File: config.mk
export PLATFORM = sky130hd
export DESIGN_NAME = button_event_ctrl
export DESIGN_NICKNAME = d
export VERILOG_FILES = /design/src/rtl/btn_evt_pkg.sv /design/src/rtl/btn_evt_slot.sv /design/src/rtl/button_event_ctrl.sv
export SDC_FILE = /design/constraint.sdc
export NUM_CORES = 1
export LEC_CHECK = 0
export CAP_MARGIN = 25
export CORE_MARGIN = 2
export CORE_UTILIZATION = 23
export DETAILED_ROUTE_END_ITERATION = 6
export PLACE_DENSITY = 0.38
export SLEW_MARGIN = 10
export SYNTH_ARGS = -nofsm -noshare
export SYNTH_HDL_FRONTEND = slang
export SYNTH_SLANG_ARGS = --single-unit
export TNS_END_PERCENT = 100
File: constraint.sdc
create_clock -name clk -period 3.15 [get_ports clk]
set_input_delay 0.4725 -clock clk [delete_from_list [all_inputs] [get_ports clk]]
set_output_delay 0.4725 -clock clk [all_outputs]
set_load 0.02 [all_outputs]
File: src/rtl/btn_evt_pkg.sv
// Shared event codes and FSM state encoding for the button event controller.
package btn_evt_pkg;

    localparam logic [1:0] EVT_PRESS   = 2'd0;
    localparam logic [1:0] EVT_RELEASE = 2'd1;
    localparam logic [1:0] EVT_LONG    = 2'd2;
    localparam logic [1:0] EVT_REPEAT  = 2'd3;

    typedef enum logic [1:0] {
        S_IDLE   = 2'd0,
        S_HOLD   = 2'd1,
        S_REPEAT = 2'd2
    } state_t;

endpackage

File: src/rtl/btn_evt_slot.sv
// One-deep valid/ready event slot. A RELEASE arriving at a stalled full slot
// overwrites it so the consumer always sees the final button state.
module btn_evt_slot
    import btn_evt_pkg::*;
(
    input  logic       clk,
    input  logic       rst,
    input  logic       load,
    input  logic [1:0] load_code,
    input  logic       ready,
    input  logic       drop_clr,
    output logic       valid,
    output logic [1:0] code,
    output logic       drop
);

    logic accept_ok;

    assign accept_ok = !valid || ready;

    always_ff @(posedge clk) begin
        if (rst) begin
            valid <= 1'b0;
            code  <= EVT_PRESS;
            drop  <= 1'b0;
        end else begin
            // A loss in the same cycle as drop_clr wins.
            if (drop_clr)
                drop <= 1'b0;
            if (load) begin
                if (accept_ok) begin
                    valid <= 1'b1;
                    code  <= load_code;
                end else begin
                    drop <= 1'b1;
                    if (load_code == EVT_RELEASE)
                        code <= load_code;
                end
            end else if (ready) begin
                valid <= 1'b0;
            end
        end
    end

endmodule

File: src/rtl/button_event_ctrl.sv
// Turns a debounced button level into PRESS/RELEASE/LONG/REPEAT events,
// delivered through a one-deep valid/ready slot.
module button_event_ctrl
    import btn_evt_pkg::*;
#(
    parameter int unsigned LONG_CYC   = 50_000_000,
    parameter int unsigned REPEAT_CYC = 10_000_000,
    parameter int          CNT_W      = $clog2((LONG_CYC > REPEAT_CYC) ? LONG_CYC : REPEAT_CYC) + 1
) (
    input  logic       clk,
    input  logic       rst,
    input  logic       btn_i,
    output logic       evt_valid,
    output logic [1:0] evt_code,
    input  logic       evt_ready,
    output logic       held,
    output logic       evt_drop,
    input  logic       drop_clr
);

    logic             btn_q;
    logic             rise;
    logic             fall;
    state_t           state;
    logic [CNT_W-1:0] cnt;
    logic             long_hit;
    logic             rep_hit;
    logic             evt_ld;
    logic [1:0]       evt_nxt;

    assign rise     = btn_i & ~btn_q;
    assign fall     = ~btn_i & btn_q;
    assign long_hit = (cnt == CNT_W'(LONG_CYC - 1));
    assign rep_hit  = (cnt == CNT_W'(REPEAT_CYC - 1));

    // Event detection is combinational so the slot shows it one cycle later.
    always_comb begin
        evt_ld  = 1'b0;
        evt_nxt = EVT_PRESS;
        case (state)
            S_IDLE: begin
                if (rise) begin
                    evt_ld  = 1'b1;
                    evt_nxt = EVT_PRESS;
                end
            end
            S_HOLD: begin
                if (fall) begin
                    evt_ld  = 1'b1;
                    evt_nxt = EVT_RELEASE;
                end else if (long_hit) begin
                    evt_ld  = 1'b1;
                    evt_nxt = EVT_LONG;
                end
            end
            S_REPEAT: begin
                if (fall) begin
                    evt_ld  = 1'b1;
                    evt_nxt = EVT_RELEASE;
                end else if (rep_hit) begin
                    evt_ld  = 1'b1;
                    evt_nxt = EVT_REPEAT;
                end
            end
            default: ;
        endcase
    end

    always_ff @(posedge clk) begin
        if (rst) begin
            btn_q <= 1'b0;
            state <= S_IDLE;
            cnt   <= '0;
            held  <= 1'b0;
        end else begin
            btn_q <= btn_i;
            case (state)
                S_IDLE: begin
                    if (rise) begin
                        state <= S_HOLD;
                        cnt   <= '0;
                        held  <= 1'b1;
                    end
                end
                S_HOLD: begin
                    if (fall) begin
                        state <= S_IDLE;
                        held  <= 1'b0;
                    end else if (long_hit) begin
                        state <= S_REPEAT;
                        cnt   <= '0;
                    end else begin
                        cnt <= cnt + 1'b1;
                    end
                end
                S_REPEAT: begin
                    if (fall) begin
                        state <= S_IDLE;
                        held  <= 1'b0;
                    end else if (rep_hit) begin
                        cnt <= '0;
                    end else begin
                        cnt <= cnt + 1'b1;
                    end
                end
                default: begin
                    state <= S_IDLE;
                    held  <= 1'b0;
                end
            endcase
        end
    end

    btn_evt_slot u_slot (
        .clk       (clk),
        .rst       (rst),
        .load      (evt_ld),
        .load_code (evt_nxt),
        .ready     (evt_ready),
        .drop_clr  (drop_clr),
        .valid     (evt_valid),
        .code      (evt_code),
        .drop      (evt_drop)
    );

endmodule

==> results of run 1 <==
cell usage in the layout (no fill, tap or decap), types with 2 or more instances in the layout:
| cell | netlist | layout |
|---|---|---|
| a21oi_1 | 13 | 13 |
| nor4_1 | 2 | 2 |
| buf_4 | 0 | 4 |
| a22oi_1 | 2 | 2 |
| nand3_1 | 13 | 13 |
| and4_1 | 6 | 6 |
| nor2_1 | 23 | 23 |
| and4b_1 | 2 | 2 |
| dfxtp_1 | 35 | 35 |
| nand4b_1 | 3 | 3 |
| o21ai_0 | 7 | 7 |
| clkdlybuf4s50_1 | 0 | 9 |
| and2_1 | 8 | 8 |
| nor4b_1 | 4 | 4 |
| ha_1 | 5 | 5 |
| nand2_1 | 14 | 14 |
| xnor2_1 | 6 | 6 |
| clkbuf_8 | 0 | 5 |
| nand3b_1 | 2 | 2 |
| clkbuf_1 | 9 | 2 |
| a221oi_1 | 2 | 2 |
| mux2i_1 | 2 | 2 |
| xor2_1 | 13 | 13 |
| nor2b_1 | 3 | 3 |
| o31ai_1 | 3 | 3 |
| or4_1 | 5 | 5 |
| and3_1 | 5 | 5 |
| or3_1 | 5 | 5 |
| nand4_1 | 14 | 14 |
| nor3_1 | 2 | 2 |
| inv_1 | 10 | 10 |
| nand2b_1 | 5 | 5 |
| a211oi_1 | 2 | 2 |
synth_stat cells, drive strengths merged, types with 6 or more instances:
master	instances
o21ai	7
dfxtp	35
nand2	14
inv	10
and2	8
and4	6
xor2	13
nand3	13
nand4	14
a21oi	13
xnor2	6
nor2	23
clkbuf	10
how the worst max path moves through the flow:
stage	from	cells past startpoint	endpoint
global route	state[0]	7	cnt[26]
CTS	state[0]	7	cnt[24]
floorplan	state[0]	9	cnt[26]
finish	state[0]	7	cnt[24]
global placement	btn_i	6	cnt[26]
detailed placement	btn_i	6	cnt[24]
critical path, delay by kind of cell, from the launching register on:
kind / cells / cell delay (ns)
fa+ha+maj: 1 / 0.28
simple gates: 3 / 1.56
compound gates: 2 / 0.59
buf+inv: 1 / 0.08
flops: 1 / 0.36
power groups by stage:
stage	Combinational [mW]	Clock, mW	Sequential [mW]
global placement	0.145	0	0.469
global route	0.159	0.359	0.460
floorplan	0.0904	0	0.472
CTS	0.145	0.340	0.458
finish	0.144	0.319	0.459
detailed placement	0.145	0	0.469
sequential cells by signal, indices dropped and copies added (netlist names):
signal        flops
cnt              27
u_slot.code       2
u_slot.drop       1
btn_q             1
u_slot.valid      1
held              1
state             2
stage by stage:
step,std cells,total power [mW],hold slack [ns],worst slack (ns)
3_3_place_gp,346,0.6140,0.4691,0.2559
4_1_cts,354,0.9436,0.4747,0.2291
2_1_floorplan,239,0.5627,0.4484,0.4703
5_1_grt,354,0.9778,0.4823,0.06931
3_5_place_dp,346,0.6136,0.4643,0.2204
6_report,354,0.9217,0.4771,0.2235
kinds of logic (layout without fill, tap and decap cells):
family / Yosys count / in the layout / share of synthesized area, %
compound gates: 38 / 38 / 12.63
xor+xnor: 19 / 19 / 8.482
fa+ha+maj: 5 / 5 / 3.189
buf+inv: 22 / 32 / 4.336
flops: 35 / 35 / 35.71
mux: 2 / 2 / 1.020
simple gates: 118 / 118 / 34.63
per-layer routing:
metal	global-route usage, %	up-vias
li1	-	884
met1	16.98	817
met2	18.69	24
met3	2.349	8
met4	3.873	0
met5	0	-
cell type report:
class	count	area share, %
clock buffer	7	3.366
clock inverter	1	0.2208
inverter	10	1.656
multi-input combinational	182	51.88
sequential	35	30.91
tap	105	5.795
timing repair buffer	14	6.181
==> flow_summary_export.csv, run 1 <==
group,metric,value,unit
status,outcome,"finished, final reports clean",
synthesis,synth_edf_count,0,
power_and_ir_drop,p_seq_share,49.8,%
critical_path,r2r_end,"cnt[24]",
synthesis,yosys.area.top_type_share,35.71,%
synthesis,ys_types,44,
timing,finalHoldViolCount,0,
power_and_ir_drop,pwr-share-comb,15.6,%
timing,tns,0,ns
clock_tree,cts_buffers,5,
final_layout,n_fill_cell,937,
floorplan,die_x,96.36,µm
routing,wl_met3,146,µm
place,place_hpwl,3693,µm
synthesis,synth_cells,239,
power_and_ir_drop,power.leakage,0.7355,nW
floorplan,io_pins,10,
synthesis,ys_seq_area_share,35.71,%
critical_path,cp_max_fo,7,
critical_path,reg2reg_depth,7,
final_layout,seqCellArea,700.7,µm²
routing,met1_length,2632,µm
power_and_ir_drop,power.net_switching,257.2,µW
clock_tree,h-tree-depth,2,
global_route,overflow,0,
place,port_buffers,9,
critical_path,cp_common_cell,"or4_1",
global_route,grt_pass1_vias,1686,
timing,final-max-slew-violation-count,0,
clock_tree,cts_tree,"done",
synthesis,avgSynthCellArea,8.209,µm²
synthesis,syn-num-nets,249,
final_layout,fin_area,2267,µm²
critical_path,rr_startpoint,"state[0]",
power_and_ir_drop,swShare,27.91,%
final_layout,n_antenna_cell,0,
clock_tree,worstSkewPairLatency,0.29,ns
power_and_ir_drop,p_int,664.5,µW
routing,routed.top_layer,"met4",
timing,fin_skew,0.01165,ns
power_and_ir_drop,max-vdd-ir-drop,119.8,µV
final_layout,finish.utilization,27.45,%
synthesis,synthTopCellsByArea,"dfxtp_1, xor2_1, nand4_1",
critical_path,max_stage_delay,0.69,ns
critical_path,cp.required,3.38,ns
routing,wl_per_cell,14.39,µm
timing,setup_viol,0,
synthesis,syn_area,1962,µm²
global_route,grt_first_pass_wirelength,8542,µm
floorplan,rows,33,
final_layout,syn2layout_area_growth,15.56,%
critical_path,crit_type,"register to register",
routing,ant_nets,0,
routing,viasPerCell,4.895,
synthesis,ys_seq_elements,35,
clock_tree,cts.clk_slew.worst_paths,0.07,ns
synthesis,async_flop_share,0,%
floorplan,chipHeight,96.36,µm
routing,drc,0,
critical_path,crit_arrival,3.15,ns
clock_tree,cts_num_sinks,35,
clock_tree,clockRootBuffer,"clkbuf_8",
final_layout,nets,258,
critical_path,endpoint_kind,"register",
global_route,antenna_found_initial,0,
clock_tree,ctsResizeCount,0,
worst_hold_path,holdPathEnd,"cnt[1]",
global_route,grt_use_total,12.14,%
clock_tree,postCtsSetupBuffers,0,
clock_tree,hold_buffers,0,
floorplan,initial_core_util,23.76,%
timing,worst_slew_pin_slew,0.5488,ns
synthesis,yosysTopAreaCell,"dfxtp_1",
routing,drt-total-wl,5094,µm
timing,max_freq,0.3417,GHz
floorplan,dieArea,9284,µm²
power_and_ir_drop,clockPowerShare,34.7,%
final_layout,drive_above_1_share,5.622,%
critical_path,crit_slowest_cell,"or4_1",
routing,vias,1733,
global_route,grt_max_degree,28,
timing,min_period_over_period,92.90,%
routing,met2WireLength,2244,µm
place,placed_area,2186,µm²
critical_path,crit_path_cell_trace,"inv_1, ha_1, or2_0, a221o_2, or4_1, or4_1, a21oi_1",
critical_path,start_kind,"register",
flow_run,drv_cap,0,
routing,drt-initial-drc-count,77,
worst_hold_path,hold-path-cell-count,2,
routing,drt-pass1-iter-count,4,
worst_hold_path,hold_path.class,"register to register",
timing,max_slew_margin,62.90,%
floorplan,core,8258,µm²
critical_path,r2r_setup_slack,0.22,ns
synthesis,yosysWarnings,0,
synthesis,synth_ff_type,"dfxtp_1",
worst_hold_path,worstHoldStart,"cnt[1]",
timing,rsz0062_at_grt,"no",
place,gp_congestion,0.7863,
clock_tree,cts_buffer_depth,2,
power_and_ir_drop,p_per_area,406.5,nW/µm²
final_layout,multi_input_area,1176,µm²
timing,period_minus_slack,2.927,ns
No activity file was read; power rests on OpenSTA's default activity.
==> inputs of run 2 (changes only) <==
--- a/config.mk
+++ b/config.mk
@@ -5,11 +5,11 @@
 export SDC_FILE = /design/constraint.sdc
 export NUM_CORES = 1
 export LEC_CHECK = 0
-export CAP_MARGIN = 25
+export CAP_MARGIN = 20
 export CORE_MARGIN = 2
-export CORE_UTILIZATION = 23
+export CORE_UTILIZATION = 45
 export DETAILED_ROUTE_END_ITERATION = 6
-export PLACE_DENSITY = 0.38
+export PLACE_DENSITY = 0.63
 export SLEW_MARGIN = 10
 export SYNTH_ARGS = -nofsm -noshare
 export SYNTH_HDL_FRONTEND = slang
==> flow_summary_export.csv, run 2 (same netlist as run 1, synthesis figures left out) <==
group,metric,value,unit
timing,period_minus_slack,2.920,ns
power_and_ir_drop,p_per_area,483.4,nW/µm²
floorplan,core,4264,µm²
timing,max_freq,0.3424,GHz
clock_tree,hold_buffers,0,
timing,holdWs,0.4772,ns
final_layout,largest_register_ffs,27,
status,outcome,"finished, final reports clean",
final_layout,final_cell_mix,"dfxtp_1, nor2_1, nand2_1, nand4_1",
timing,tns,0,ns
critical_path,endpoint_kind,"register",
critical_path,cp.required,3.38,ns
timing,max_slew_margin,67.29,%
power_and_ir_drop,max-vdd-ir-drop,239.9,µV
critical_path,crit_arrival,3.15,ns
final_layout,final_common_cell,"dfxtp_1",
clock_tree,worstSkewPairLatency,0.30,ns
global_route,grt_first_pass_wirelength,7258,µm
clock_tree,cts_buffer_depth,2,
final_layout,finish.utilization,52.61,%
global_route,overflow,0,
clock_tree,cts.clk_slew.worst_paths,0.08,ns
floorplan,initial_core_util,46.01,%
routing,drt-initial-drc-count,155,
final_layout,nets,258,
routing,drc,0,
timing,setup_viol,0,
place,place_hpwl,3085,µm
floorplan,dieArea,4904,µm²
critical_path,cp_max_fo,7,
routing,viasPerCell,5.731,
routing,ant_nets,0,
final_layout,regMostFlops,"cnt",
global_route,grt_pass1_vias,1557,
clock_tree,cts_num_sinks,35,
floorplan,die_x,70.03,µm
critical_path,crit_type,"register to register",
timing,min_period_over_period,92.71,%
floorplan,io_pins,10,
clock_tree,cts_buffers,5,
power_and_ir_drop,power.leakage,0.7525,nW
floorplan,rows,24,
clock_tree,ctsResizeCount,0,
place,port_buffers,9,
clock_tree,h-tree-depth,2,
routing,drt-pass1-iter-count,4,
worst_hold_path,hold_path.class,"register to register",
clock_tree,cts_tree,"done",
clock_tree,clockRootBuffer,"clkbuf_8",
critical_path,start_kind,"register",
timing,worst_slew_pin_slew,0.4906,ns
place,gp_congestion,0.8143,
final_layout,reg_top3,"cnt x27, state x2, u_slot.code x2",
routing,vias,1725,
global_route,grt_use_total,18.43,%
routing,wl_per_cell,14.54,µm
global_route,antenna_found_initial,0,
final_layout,n_antenna_cell,0,
clock_tree,postCtsSetupBuffers,0,
timing,final-max-slew-violation-count,0,
timing,finalHoldViolCount,0,
final_layout,syn2layout_area_growth,14.35,%
timing,fin_skew,0.007871,ns
flow_run,drv_cap,0,
floorplan,chipHeight,70.03,µm
global_route,grt_max_degree,20,
final_layout,drive_above_1_share,6.426,%
routing,drt-total-wl,4377,µm
timing,rsz0062_at_grt,"no",
-- run 2: cell types whose count changed in the layout (fill, tap and decap cells not counted) --
cell,delta
buf_12,-1
buf_4,+1
bufinv_16,+2
clkbuf_1,-2
clkinv_2,-1
clkinvlp_4,+1
-- run 2: power by group --
part / total, mW / internal, mW / switching (mW)
Combinational: 0.136 / 0.0549 / 0.0812
Clock: 0.489 / 0.316 / 0.174
Sequential: 0.459 / 0.452 / 0.00737
Total: 1.08 / 0.822 / 0.262
-- run 2: per-layer routing --
metal | vias to the layer above | wire, µm | track usage, %
met4 | 0 | 65 | 6.838
li1 | 884 | - | -
met5 | - | 0 | 0
met1 | 808 | 2141 | 25.07
met2 | 26 | 2002 | 28.36
met3 | 7 | 168 | 4.473
-- run 2: through the flow --
step,setup WS (ns),instance area (µm²),power [mW],std cells
floorplan,0.4703,1962,0.5627,239
global placement,0.2950,2107,0.6035,293
detailed placement,0.2493,2107,0.6043,293
CTS,0.2428,2243,1.095,301
global route,0.09881,2243,1.126,301
finish,0.2296,2243,1.085,301
-- run 2: area by class of cell --
cell class,count,area (µm²)
multi-input cells,182,1176
fillers,412,2021
repair buffers,14,127.6
clock buffers,5,68.82
clock inverters,3,67.56
flip-flops and latches,35,700.7
well taps,52,65.06
inverters,10,37.54
-- run 2: worst paths after layout --
kind | startpoint | end | slack, ns | cells after the start
setup reg to reg | state[0] | cnt[24] | 0.23 | 7
hold reg to reg | u_slot.code[0] | u_slot.code[0] | 0.48 | 2
setup / recovery | state[0] | cnt[24] | 0.23 | 7
hold / removal | u_slot.code[0] | u_slot.code[0] | 0.48 | 2
-- run 2: critical path: stages (launching register included) --
cell and delay (ns):
dfxtp_1 0.37, inv_1 0.09, ha_1 0.28, or2_0 0.36, a221o_2 0.43, or4_1 0.66
or4_1 0.50, a21oi_1 0.15
==> inputs of run 3 (changes only) <==
--- a/config.mk
+++ b/config.mk
@@ -9,9 +9,10 @@
 export CORE_MARGIN = 2
 export CORE_UTILIZATION = 45
 export DETAILED_ROUTE_END_ITERATION = 6
-export PLACE_DENSITY = 0.63
+export PLACE_DENSITY = 0.62
 export SLEW_MARGIN = 10
 export SYNTH_ARGS = -nofsm -noshare
 export SYNTH_HDL_FRONTEND = slang
+export SYNTH_HIERARCHICAL = 1
 export SYNTH_SLANG_ARGS = --single-unit
 export TNS_END_PERCENT = 100
==> flow_summary_export.csv, run 3 <==
group,metric,value,unit
synthesis,ys_types,50,
critical_path,start_kind,"register",
synthesis,yosysTopAreaCell,"dfxtp_1",
power_and_ir_drop,power.leakage,0.7463,nW
floorplan,chipHeight,71.20,µm
critical_path,cp_common_cell,"o21ai_0",
critical_path,reg2reg_depth,9,
place,port_buffers,9,
final_layout,reg_top3,"cnt x27, state x2, u_slot/code x2",
place,placed_area,2150,µm²
routing,viasPerCell,5.508,
final_layout,nets,269,
synthesis,synthMostInstantiatedCell,"dfxtp_1",
timing,max_freq,0.3871,GHz
synthesis,syn_area,2032,µm²
global_route,overflow,0,
timing,holdWs,0.4730,ns
clock_tree,ctsResizeCount,0,
timing,setup_viol,0,
synthesis,async_flop_share,0,%
power_and_ir_drop,clockPowerShare,35.1,%
timing,rsz0062_at_grt,"no",
timing,tns,0,ns
power_and_ir_drop,p_seq_share,53.8,%
place,dp_worst_setup_slack,0.4445,ns
worst_hold_path,hold-path-cell-count,2,
floorplan,die_x,71.20,µm
synthesis,avgSynthCellArea,8.193,µm²
synthesis,ys_seq_area_share,34.48,%
critical_path,crit_slowest_cell,"or4_4",
timing,min_period_over_period,82.02,%
routing,vias,1702,
place,post-place-cells,303,
clock_tree,postCtsSetupBuffers,0,
clock_tree,cts_num_sinks,35,
routing,drt-total-wl,4293,µm
critical_path,crit_family,"simple AND/OR/NAND/NOR gates",
power_and_ir_drop,max-vdd-ir-drop,242.9,µV
power_and_ir_drop,power.net_switching,213.4,µW
synthesis,synth_edf_count,0,
routing,drt-initial-drc-count,132,
synthesis,synth_cells,248,
clock_tree,worstSkewPairLatency,0.28,ns
routing,drt-pass1-iter-count,4,
timing,max_slew_margin,49.37,%
synthesis,syn-num-nets,259,
critical_path,crit_arrival,2.71,ns
status,outcome,"finished, final reports clean",
worst_hold_path,worstHoldStart,"u_slot/code[0]",
final_layout,instances_no_fill,309,
synthesis,synth_top_family_by_area,"simple AND/OR/NAND/NOR gates",
place,place_hpwl,3119,µm
final_layout,drive_above_1_share,8.560,%
critical_path,crit_path_cell_trace,"ha_1, nand4_1, or4_4, o21ai_0, a22oi_1, nor2_1, inv_1, o21ai_0, a31oi_1",
final_layout,n_antenna_cell,0,
timing,fin_skew,0.005311,ns
worst_hold_path,hold_path.class,"register to register",
synthesis,yosysWarnings,6,
clock_tree,h-tree-depth,2,
synthesis,synth_compound_area_share,13.61,%
clock_tree,cts_tree,"done",
power_and_ir_drop,pwr-share-comb,11.1,%
worst_hold_path,holdPathEnd,"u_slot/code[0]",
floorplan,core,4354,µm²
critical_path,cp.required,3.28,ns
final_layout,syn2layout_area_growth,9.360,%
synthesis,synth_xor_area_share,7.759,%
clock_tree,cts_buffer_depth,2,
clock_tree,clockRootBuffer,"clkbuf_8",
synthesis,synth_adder_area_share,3.695,%
floorplan,rows,24,
timing,worst_slew_pin_slew,0.7570,ns
critical_path,endpoint_kind,"register",
power_and_ir_drop,p_int,629.6,µW
final_layout,fin_area,2222,µm²
clock_tree,cts_buffers,5,
clock_tree,hold_buffers,0,
global_route,antenna_found_initial,0,
timing,finalHoldViolCount,0,
final_layout,final_cell_mix,"dfxtp_1, nor2_1, nand2_1",
power_and_ir_drop,swShare,25.31,%
routing,drc,0,
timing,final-max-slew-violation-count,0,
critical_path,r2r_setup_slack,0.57,ns
timing,finalWorstSetupSlack,0.5664,ns
synthesis,synth.top_cells.by_count,"dfxtp_1, nor2_1, nand2_1",
global_route,grt_max_degree,22,
floorplan,io_pins,10,
synthesis,muxShareOfSynthArea,0.4926,%
floorplan,dieArea,5069,µm²
final_layout,regMostFlops,"cnt",
global_route,grt_use_total,17.82,%
synthesis,synthTopCellsByArea,"dfxtp_1, nor2_1, nand2_1",
final_layout,final_common_cell,"dfxtp_1",
place,gp_congestion,0.8394,
global_route,grt_first_pass_wirelength,7217,µm
critical_path,r2r_end,"u_slot/code[1]",
synthesis,ys_seq_elements,35,
critical_path,crit_type,"register to register",
global_route,grt_pass1_vias,1584,
synthesis,synthSimpleGateAreaFrac,36.08,%
routing,wl_per_cell,13.89,µm
final_layout,largest_register_ffs,27,
critical_path,cp_max_fo,6,
clock_tree,cts.clk_slew.worst_paths,0.07,ns
critical_path,max_stage_delay,0.64,ns
routing,ant_nets,0,
synthesis,yosys.area.top_type_share,34.48,%
floorplan,initial_core_util,46.67,%
flow_run,drv_cap,0,
critical_path,critical_path_buf_inv_count,1,
power_and_ir_drop,p_per_area,379.4,nW/µm²
critical_path,rr_startpoint,"cnt[0]",
timing,period_minus_slack,2.584,ns
synthesis,synth_ff_type,"dfxtp_1",
-- run 3: cell count changes after synthesis, moves of 6 or more --
| cell | change |
|---|---|
| and2_1 | -7 |
| xor2_1 | -7 |
| nor2_1 | +9 |
| nor3_1 | +7 |
| nand4_1 | -8 |
| nand2_1 | +15 |
| and4_1 | -6 |
| xnor2_1 | +6 |
-- run 3: metrics by stage --
stage	utilization (%)	total power [mW]
after floorplan	-	0.5344
final	51.03	0.8430
after CTS	51.03	0.8597
after global routing	51.03	0.8914
after global placement	49.37	0.5574
after detailed placement	49.37	0.5582
-- run 3: layout make-up --
cell class,count,area [µm²]
Fill cell,442,2132
Timing Repair Buffer,10,97.59
Multi-Input combinational cell,197,1252
Clock buffer,6,72.57
Tap cell,52,65.06
Sequential cell,35,700.7
Inverter,9,33.78
-- run 3: layer usage --
layer,global-route usage [%],vias to the layer above,wire length [µm]
li1,-,888,-
met4,6.080,0,40
met5,0,-,0
met1,22.56,787,2076
met2,29.53,23,2050
met3,4.416,4,127
-- run 3: worst max-delay path by stage --
| stage | cells past startpoint | slack [ns] | startpoint | to |
|---|---|---|---|---|
| after floorplan | 8 | 0.85 | cnt[11] | u_slot/code[1] |
| after global placement | 8 | 0.51 | btn_i | cnt[15] |
| after detailed placement | 8 | 0.44 | btn_i | cnt[15] |
| after CTS | 9 | 0.54 | cnt[0] | u_slot/code[1] |
| after global routing | 9 | 0.30 | cnt[0] | u_slot/code[1] |
| final | 9 | 0.57 | cnt[0] | u_slot/code[1] |
-- run 3: cells by family after synthesis --
group,Yosys count
XOR/XNOR,18
flip-flops,35
AND/OR/NAND/NOR,133
multiplexers,1
AO/OA/AOI/OAI,39
buffers and inverters,16
adder cells (fa/ha/maj),6
-- run 3: power by group through the flow --
| stage | registers (mW) | clock network [mW] | logic (mW) |
|---|---|---|---|
| after global routing | 0.454 | 0.333 | 0.105 |
| after floorplan | 0.466 | 0 | 0.0685 |
| final | 0.453 | 0.296 | 0.0939 |
| after CTS | 0.453 | 0.312 | 0.0950 |
| after detailed placement | 0.463 | 0 | 0.0951 |
| after global placement | 0.463 | 0 | 0.0944 |
-- run 3: worst reg2reg max path: stages, from the launching register on --
cell and delay [ns]:
dfxtp_1 0.44, ha_1 0.20, nand4_1 0.25, or4_4 0.64, o21ai_0 0.18, a22oi_1 0.10, nor2_1 0.27, inv_1 0.10
o21ai_0 0.16, a31oi_1 0.10
